==> src/rtl/fp32_pkg.sv <==
// ----------------------------------------------------------------------------
// fp32_pkg : shared types and constants for the FP32 add/sub normaliser
// Revision : 1.0
// ----------------------------------------------------------------------------
`default_nettype none

package fp32_pkg;

  typedef enum logic [2:0] {
    IDLE  = 3'd0,
    CHECK = 3'd1,
    SHIFT = 3'd2,
    ROUND = 3'd3,
    DONE  = 3'd4
  } norm_state_e;

  localparam int         EXP_BIAS = 127;
  localparam logic [7:0] EXP_MAX  = 8'hFF;

  typedef struct packed {
    logic        sign;
    logic [7:0]  exp;
    logic [22:0] frac;
  } fp32_t;

endpackage

`default_nettype wire

==> src/rtl/fp_lzd_step.sv <==
// ----------------------------------------------------------------------------
// fp_lzd_step : leading-zero count over one shift window, saturating at SHIFT_STEP
// Revision    : 1.0
// ----------------------------------------------------------------------------
`default_nettype none

module fp_lzd_step #(
  parameter int SHIFT_STEP = 1
) (
  input  logic [SHIFT_STEP-1:0] bits,
  output logic [2:0]            count
);

  // Last assignment wins, so the highest set bit decides the count.
  always_comb begin
    count = 3'(SHIFT_STEP);
    for (int i = 0; i < SHIFT_STEP; i++) begin
      if (bits[i]) count = 3'(SHIFT_STEP - 1 - i);
    end
  end

endmodule

`default_nettype wire

==> src/rtl/fp_norm_unit.sv <==
// ----------------------------------------------------------------------------
// fp_norm_unit : iterative post-add normaliser/rounder producing a packed FP32 word
// Config       : FP_NORM_RNE_EN selects round-to-nearest-even, else truncation
// Revision     : 1.0
// ----------------------------------------------------------------------------
`default_nettype none

module fp_norm_unit
  import fp32_pkg::*;
#(
  parameter int EXP_W      = 8,
  parameter int FRAC_W     = 23,
  parameter int SHIFT_STEP = 1
) (
  input  logic              i_clk,
  input  logic              i_rst_n,
  input  logic              i_valid,
  output logic              o_ready,
  input  logic              i_sign,
  input  logic [EXP_W-1:0]  i_exp,
  input  logic [FRAC_W+3:0] i_mant,
  output logic              o_valid,
  input  logic              i_ready,
  output logic [31:0]       o_result,
  output logic              o_overflow,
  output logic              o_underflow,
  output logic              o_zero
);

  localparam int MW = FRAC_W + 4;
  localparam int RW = 1 + EXP_W + FRAC_W;
  localparam logic [EXP_W:0] EXP_ONES = {1'b0, {EXP_W{1'b1}}};
  localparam logic [EXP_W:0] EXP_ONE  = (EXP_W+1)'(1);

  norm_state_e state_q, state_d;

  logic              sign_q;
  logic [EXP_W:0]    exp_q;
  logic [MW-1:0]     mant_q;
  logic [RW-1:0]     result_q;
  logic              ovf_q, unf_q, zero_q;

  logic [2:0]        lz;
  logic [2:0]        k;
  logic [EXP_W:0]    exp_room, exp_lsub, exp_inc, rnd_exp;
  logic [MW-1:0]     mant_lshift, mant_rshift;
  logic              round_up;
  logic [FRAC_W+1:0] sig_sum;
  logic              rnd_hidden;
  logic [FRAC_W-1:0] rnd_frac;
  logic [EXP_W-1:0]  rnd_field;

  fp_lzd_step #(.SHIFT_STEP(SHIFT_STEP)) u_lzd (
    .bits  (mant_q[MW-2 -: SHIFT_STEP]),
    .count (lz)
  );

  always_comb begin
    exp_inc     = exp_q + EXP_ONE;
    mant_rshift = {1'b0, mant_q[MW-1:2], mant_q[1] | mant_q[0]};
    exp_room    = exp_q - EXP_ONE;
    // Never let the exponent drop below 1: the step is clipped to the headroom.
    k           = ((EXP_W+1)'(lz) > exp_room) ? exp_room[2:0] : lz;
    mant_lshift = mant_q << k;
    exp_lsub    = exp_q - (EXP_W+1)'(k);
`ifdef FP_NORM_RNE_EN
    round_up    = mant_q[1] & (mant_q[0] | mant_q[2]);
`else
    round_up    = 1'b0;
`endif
    sig_sum     = {1'b0, mant_q[MW-2:2]} + (FRAC_W+2)'(round_up);
    rnd_exp     = exp_q + (EXP_W+1)'(sig_sum[FRAC_W+1]);
    rnd_hidden  = sig_sum[FRAC_W+1] | sig_sum[FRAC_W];
    rnd_frac    = sig_sum[FRAC_W+1] ? '0 : sig_sum[FRAC_W-1:0];
    rnd_field   = rnd_hidden ? rnd_exp[EXP_W-1:0] : '0;
  end

  always_ff @(posedge i_clk or negedge i_rst_n) begin
    if (!i_rst_n) state_q <= IDLE;
    else          state_q <= state_d;
  end

  always_comb begin
    state_d = state_q;
    case (state_q)
      IDLE:  if (i_valid) state_d = CHECK;
      CHECK: begin
        if (mant_q == '0)        state_d = DONE;
        else if (mant_q[MW-1])   state_d = (exp_inc == EXP_ONES) ? DONE : ROUND;
        else if (mant_q[MW-2])   state_d = ROUND;
        else                     state_d = SHIFT;
      end
      SHIFT: if (mant_lshift[MW-2] || exp_lsub == EXP_ONE) state_d = ROUND;
      ROUND: state_d = DONE;
      DONE:  if (i_ready) state_d = IDLE;
      default: state_d = IDLE;
    endcase
  end

  always_ff @(posedge i_clk or negedge i_rst_n) begin
    if (!i_rst_n) begin
      sign_q   <= 1'b0;
      exp_q    <= '0;
      mant_q   <= '0;
      result_q <= '0;
      ovf_q    <= 1'b0;
      unf_q    <= 1'b0;
      zero_q   <= 1'b0;
    end else begin
      case (state_q)
        IDLE: if (i_valid) begin
          sign_q <= i_sign;
          exp_q  <= (i_exp == '0) ? EXP_ONE : {1'b0, i_exp};
          mant_q <= i_mant;
          ovf_q  <= 1'b0;
          unf_q  <= 1'b0;
          zero_q <= 1'b0;
        end
        CHECK: begin
          if (mant_q == '0) begin
            result_q <= {sign_q, {(RW-1){1'b0}}};
            zero_q   <= 1'b1;
          end else if (mant_q[MW-1]) begin
            mant_q <= mant_rshift;
            exp_q  <= exp_inc;
            if (exp_inc == EXP_ONES) begin
              result_q <= {sign_q, {EXP_W{1'b1}}, {FRAC_W{1'b0}}};
              ovf_q    <= 1'b1;
            end
          end
        end
        SHIFT: begin
          mant_q <= mant_lshift;
          exp_q  <= exp_lsub;
        end
        ROUND: begin
          if (rnd_exp == EXP_ONES) begin
            result_q <= {sign_q, {EXP_W{1'b1}}, {FRAC_W{1'b0}}};
            ovf_q    <= 1'b1;
          end else begin
            result_q <= {sign_q, rnd_field, rnd_frac};
            unf_q    <= (rnd_field == '0) && (rnd_frac != '0);
            zero_q   <= (rnd_field == '0) && (rnd_frac == '0);
          end
        end
        default: ;
      endcase
    end
  end

  always_comb begin
    o_ready     = (state_q == IDLE);
    o_valid     = (state_q == DONE);
    o_result    = 32'(result_q);
    o_overflow  = ovf_q;
    o_underflow = unf_q;
    o_zero      = zero_q;
  end

endmodule

`default_nettype wire
==> config.mk <==
export PLATFORM = sky130hd
export DESIGN_NAME = fp_norm_unit
export DESIGN_NICKNAME = d
export VERILOG_FILES = /design/src/rtl/fp32_pkg.sv /design/src/rtl/fp_lzd_step.sv /design/src/rtl/fp_norm_unit.sv
export SDC_FILE = /design/constraint.sdc
export NUM_CORES = 1
export LEC_CHECK = 0
export BUFFER_PORTS_ARGS = -buffer_cell sky130_fd_sc_hd__clkbuf_2
export CAP_MARGIN = 20
export CORE_AREA = 2 2 92 102
export CTS_BUF_LIST = sky130_fd_sc_hd__clkbuf_8
export DETAILED_ROUTE_END_ITERATION = 8
export DIE_AREA = 0 0 94 104
export HOLD_SLACK_MARGIN = 0.1
export PLACE_DENSITY = 0.74
export SETUP_SLACK_MARGIN = 0.3
export SYNTH_ARGS = -nofsm -noshare
export SYNTH_HDL_FRONTEND = slang
export SYNTH_SLANG_ARGS = --single-unit
==> constraint.sdc <==
create_clock -name i_clk -period 3.32 [get_ports i_clk]
set_input_delay 0.664 -clock i_clk [delete_from_list [all_inputs] [get_ports i_clk]]
set_output_delay 0.664 -clock i_clk [all_outputs]
set_load 0.02 [all_outputs]
# == After elaboration in Yosys (flattened, before gate mapping) ==
# Cells that the tools add are included.
# word_totals
reg_bits,75
inputBits,40
output_inout_bits,37
# op_classes
add_sub_neg,3
magnitude_cmp,1
n_eq_ne,18
shift,1
n_mux,36
n_bitwise,1
n_reduce_logical,21
# ops
operator,n
two-way mux 32 bit,3
case mux 27 bit (3 select lines),1
case mux 32 bit (2 select lines),1
two-way mux 27 bit,2
two-way mux 31 bit,1
logical NOT 27 bit,1
two-way mux 9 bit,3
case mux 9 bit (3 select lines),1
<< shifter 27 x 3 -> 27 bit,1
two-way mux 26 bit,1
logical NOT 23 bit,1
nonzero test 23 bit,1
two-way mux 3 bit,7
"equality test 9 x 8 -> 1 bit, second input constant",2
logical NOT 8 bit,2
two-way mux 8 bit,2
"inequality test 2 bit, second input constant",8
case mux 3 bit (5 select lines),1
AND reduction 3 bit,4
two-way mux 1 bit,10
"adder 9 x 1 -> 9 bit, second input constant",1
"equality test 9 x 1 -> 1 bit, second input constant",1
greater-than comparator 3 x 9 -> 1 bit,1
"subtractor 9 x 1 -> 9 bit, second input constant",1
other kinds (17),24

# == Depth between registers and ports, before layout ==
# logic_depth
ltp_word,8
depth_mapped,17

# == Hierarchy ==
# Synthesis repeated with hierarchy kept, for this count alone.
# unflattened
cells_unflattened,569
area_unflattened_um2,5058.6
# by_module_without_submodules
mod,n_inst,cells_per_inst,area_per_inst_um2
fp_norm_unit,1,565,5036.1
fp_lzd_step,1,4,22.5

# == Worst setup path after synthesis ==
# OpenSTA, ideal clock, no wires.
# synth_timing
path_type,register to register
from,reg exp_q[0]
to,reg exp_q[8]
setup_ps,83
arrival_time_ps,3030
required_time_ps,3237
path_slack_ps,208
stages_incl_launch_ff,17
n_path_buf,2
synth_period_minus_slack_ps,3112
path_cell_list,dfrtp_1 buf_2 inv_1 ha_1 nor2_1 and4b_1 buf_6 nand3_4 a21oi_4 ha_1 inv_1 ha_1 o21a_1 nor3_1 nand2_1 o32a_1 o21ai_0
# synth_via
elab_chain_cells,5
word_cells_on_any_way,8
cone_classes,add/sub (3); order compare (1); mux (4)
# synth_rtl
item,line,rtl
from (decl),fp_norm_unit.sv:38,logic [EXP_W:0] exp_q;
from (signal assigned),fp_norm_unit.sv:113,"exp_q <= (i_exp == '0) ? EXP_ONE : {1'b0, i_exp};"
from (signal assigned),fp_norm_unit.sv:125,exp_q <= exp_inc;
from (signal assigned),fp_norm_unit.sv:134,exp_q <= exp_lsub;
subtractor 9 x 1 -> 9 bit,fp_norm_unit.sv:61,exp_room = exp_q - EXP_ONE;
greater-than comparator 3 x 9 -> 1 bit,fp_norm_unit.sv:63,k = ((EXP_W+1)'(lz) > exp_room) ? exp_room[2:0] : lz;
two-way mux 3 bit,fp_norm_unit.sv:63,
subtractor 9 x 3 -> 9 bit,fp_norm_unit.sv:65,exp_lsub = exp_q - (EXP_W+1)'(k);
case mux 9 bit (3 select lines) (*),fp_norm_unit.sv:110,case (state_q)
# Every way passes the cells marked *; elsewhere a longest branch is shown, timed or not. The select of a mux whose other input is x is not followed.
# A chain may end at the register's enable or synchronous reset.

# == Worst setup path after layout ==
# layout_timing
from,reg exp_q[0]
to,"reg result_q[30], in the netlist o_result[30]"
# layout_via
elab_chain_cells,4
word_cells_on_any_way,7
cone_classes,add/sub (1); eq/ne (3); mux (2); reduce/logical (1)
# layout_rtl
item,line,rtl
adder 9 x 1 -> 9 bit,fp_norm_unit.sv:59,exp_inc = exp_q + EXP_ONE;
equality test 9 x 8 -> 1 bit,fp_norm_unit.sv:126,if (exp_inc == EXP_ONES) begin
inequality test 3 bit (no line),n/a,
AND reduction 3 bit (no line),n/a,
to (signal assigned),fp_norm_unit.sv:121,"result_q <= {sign_q, {(RW-1){1'b0}}};"
to (signal assigned),fp_norm_unit.sv:127,"result_q <= {sign_q, {EXP_W{1'b1}}, {FRAC_W{1'b0}}};"
to (signal assigned),fp_norm_unit.sv:138,"result_q <= {sign_q, {EXP_W{1'b1}}, {FRAC_W{1'b0}}};"
to (decl),fp_norm_unit.sv:40,logic [RW-1:0] result_q;
# Parallel ways exist; a longest one is shown, timed or not.

==> key figures <==
Status
  – Status: finished, final reports clean

Setup path
  – Cell chain of the critical path: buf_6 -> ha_1 -> and4_4 -> ha_4 -> and3_4 -> and3_1 -> a31oi_1 -> a211oi_2 -> buf_4 -> o31ai_4 -> clkbuf_16 -> mux2_4
  – Crit path to: o_result[30]
  – CP arrival: 3.17 ns
  – CP max stage delay: 0.42 ns
  – Worst path slowest cell: dfrtp_1
  – WP depth: 12
  – R2R cell count: 12
  – CP Class: reg2reg
  – Req. time, crit path: 3.56 ns
  – RR Startpoint: exp_q[0]
  – R2r setup slk: 0.39 ns
  – Startpoint types: flip-flop
  – FF-to-FF End: o_result[30]
  – Delay-heaviest family, CP: compound AO/OA/AOI/OAI gates
  – CP Capture Type: flip-flop
  – Critical path fanouts, max: 7
  – CP startpoint: exp_q[0]
  – Crit path buffers/inverters: 3

Detailed routing
  – DRC violations left: 0
  – DRT iter0 DRCs: 444
  – DRT Wirelength: about 12 mm
  – Wirelength per Cell: 20.0 um
  – Via-to-Cell Ratio: 6.41
  – Pre-Repair DR Iteration Count: 7
  – Post-route ant nets: 0
  – Via count: 4000

Die
  – Die H: 104 um
  – Die W: 94 um
  – Initial core utilization: 0.486
  – Rows: 36
  – Die area: 0.00978 sq mm
  – Number of top-level pins: 77
  – Core ar.: 0.00878 sq mm

Timing
  – Count of final setup violators: 0
  – Worst slew pin tran: 0.972 ns
  – RSZ-0062 raised after global routing: true
  – Fmax: 0.341 GHz
  – Max-slew violation count: 0
  – Final setup skew: 0.0116 ns
  – Rel. slew slack: 0.352
  – Period utilisation layout: 0.883
  – Final hold vios: 0
  – Post-Route Setup TNS: 0 ns
  – Min cycle time layout: 2.93 ns

Synth
  – Avg Inst Size Synth: 10.3 sq um
  – Mapped Area: roughly 0.0043 sq mm
  – Mapped Nets: 463
  – Seq cells post-synth: 75
  – Synth area leader: dfrtp_1
  – Synth area leaders: dfrtp_1 (44%), a222oi_1 (5.6%), a22o_1 (5.5%)
  – Ys flop type: dfrtp_1
  – Sequential element share of the synthesized area: 0.439
  – Post-synth top area share: 0.439
  – EDFF count, synth: 0
  – Ys async rst share: 1.00
  – YS warnings: 0
  – Post-synth cell types: 58
  – Synth Instances: around 410

Power
  – Maximum vdd drop: 0.504 mV
  – Share of power burned in the clock network: 0.125
  – Pwr per Cell Area: 1120 mW/mm^2
  – Tot Pwr: 0.00587 W
  – P_sw: 0.00272 W
  – Leakage: 2.31 nW
  – Power Internal: 0.00314 W
  – Comb power frac: 0.568
  – Flop pwr share: 0.307
  – Sw Share: 0.464

Hold path
  – Min-Delay Path Class: in2async

Finish
  – Final core utilization: 0.597
  – Total area of sequential cells: 0.00188 sq mm
  – Non-filler cells, final: between 600 and 700
  – Multi-input gate area: 0.00221 sq mm
  – Fill cell count: 740
  – Post-route cell area: around 0.0052 sq mm
  – Area Growth Syn to Fin: 22.9%
  – Commonest non-fill, non-tap cell in the layout: clkbuf_2
  – Layout cell share with drive strength beyond 1: 0.353
  – Antenna cells: 0
  – Nets: 554
  – Commonest cells after routing, fill and taps aside: clkbuf_2 (75), dfrtp_1 (74), buf_4 (41)

Clock tree
  – Worst-path clk slew: 0.09 ns
  – H-Tree Level Count: 3
  – Worst-Skew Late Latency: 0.35 ns
  – CTS sink cnt: 75
  – Total CTS buffers: 9
  – CTS Buffer Depth: 2
  – Root Driver: clkbuf_8
  – Cts hold-fix bufs: 0
  – CTS tree: built

GRT
  – Vias in the first global route: roughly 3700
  – Largest net degree at the start of global routing: 76
  – GRT overflow: 0
  – Initial antenna violation count: 0
  – Tot GR Track Use: 0.242
  – First-pass GRT wire length: 18.9 mm

Placement
  – DP HPWL: roughly 8 mm
  – GP Congestion: 0.986
  – Port buffer count: between 70 and 80
  – Post-Place Cells: about 580
  – Post-DP Area: approximately 0.0047 sq mm

Job
  – MaxCap Viol Count: 0
per-layer routing:
metal / vias up / track usage / wire length (um)
met1: 1968 / 0.331 / 5180
met3: 25 / 0.0464 / 914
met2: 214 / 0.391 / 6200
met4: 0 / 0.0714 / 206
met5: - / 0 / 0
li1: 1793 / - / -
synthesized netlist by cell type (2+ instances only):
cell type / count
a211oi_1: 4
a21oi_1: 22
a221oi_1: 2
a222oi_1: 24
a22o_1: 27
a22oi_1: 2
a31oi_1: 8
and2_1: 3
and3_1: 3
and4_1: 2
and4b_1: 3
buf_2: 15
buf_6: 8
clkbuf_1: 16
clkbuf_2: 2
dfrtp_1: 75
ha_1: 9
inv_1: 9
mux2_2: 4
mux2_4: 6
nand2_1: 31
nand2b_1: 3
nand3_1: 2
nand3b_1: 2
nand4_1: 4
nor2_1: 24
nor2b_1: 3
nor3_1: 10
nor4_1: 7
o21ai_0: 18
o21ai_2: 2
o22ai_1: 5
o2bb2ai_1: 24
o31ai_1: 2
o31ai_4: 2
o32a_1: 2
or2_2: 3
xnor2_1: 5
xor2_1: 2
logic make-up after synthesis:
kind of cell | after synthesis | synth area share
AOI/OAI and AO/OA | 155 | 0.291
xor gates and xnor gates | 7 | 0.0144
adders and majority gates | 9 | 0.0264
buffers and inverters | 50 | 0.0630
DFF | 75 | 0.439
muxes | 11 | 0.0340
other | 1 | 0.000878
and+or+nand+nor | 106 | 0.131
state kept, by name, indices dropped and copies added, names as in the netlist:
name / cells
sign_q: 1
o_underflow: 1
state_q: 3
mant_q: 27
o_overflow: 1
o_result: 32
o_zero: 1
exp_q: 9
per-stage QoR:
| step | hold WS, ns | setup slack (ns) |
|---|---|---|
| 2_1_floorplan | 0.368 | 0.344 |
| 3_3_place_gp | 0.483 | 0.449 |
| 3_5_place_dp | 0.481 | 0.379 |
| 4_1_cts | 0.492 | 0.348 |
| 5_1_grt | 0.517 | 0.257 |
| 6_report | 0.431 | 0.388 |
final cells by class:
class,count,area share
clock buffers,10,0.0262
clock inverters,6,0.0122
inverters,9,0.00691
multi-input cells,289,0.422
flip-flops and latches,75,0.358
well taps,114,0.0272
repair buffers,121,0.148
how the worst min path moves through the flow:
| stage | startpoint | depth (start not counted) | slack [ns] | to |
|---|---|---|---|---|
| 3_3_place_gp | o_result[8] | 1 | 0.48 | o_result[8] |
| 2_1_floorplan | i_rst_n | 0 | 0.37 | exp_q[0] |
| 5_1_grt | i_rst_n | 1 | 0.52 | exp_q[3] |
| 4_1_cts | i_rst_n | 1 | 0.49 | exp_q[3] |
| 3_5_place_dp | o_result[9] | 1 | 0.48 | o_result[9] |
| 6_report | i_rst_n | 1 | 0.43 | exp_q[3] |
power by group through the flow:
stage	combinational [W]	clock, W	sequential, W
after floorplan	0.00208	0	0.00183
after global placement	0.00291	0	0.00179
after detailed placement	0.00294	0	0.00179
after CTS	0.00295	0.000739	0.00178
after global routing	0.00358	0.000777	0.00185
final	0.00333	0.000733	0.00180
timing repair:
action / CTS / global route
hold endpoints to repair: 0 / 0
buffers inserted: 0 / 24
gates resized for setup: 0 / 20
endpoints found under the setup margin: 0 / 8
Power figures use the tool's default switching activity.
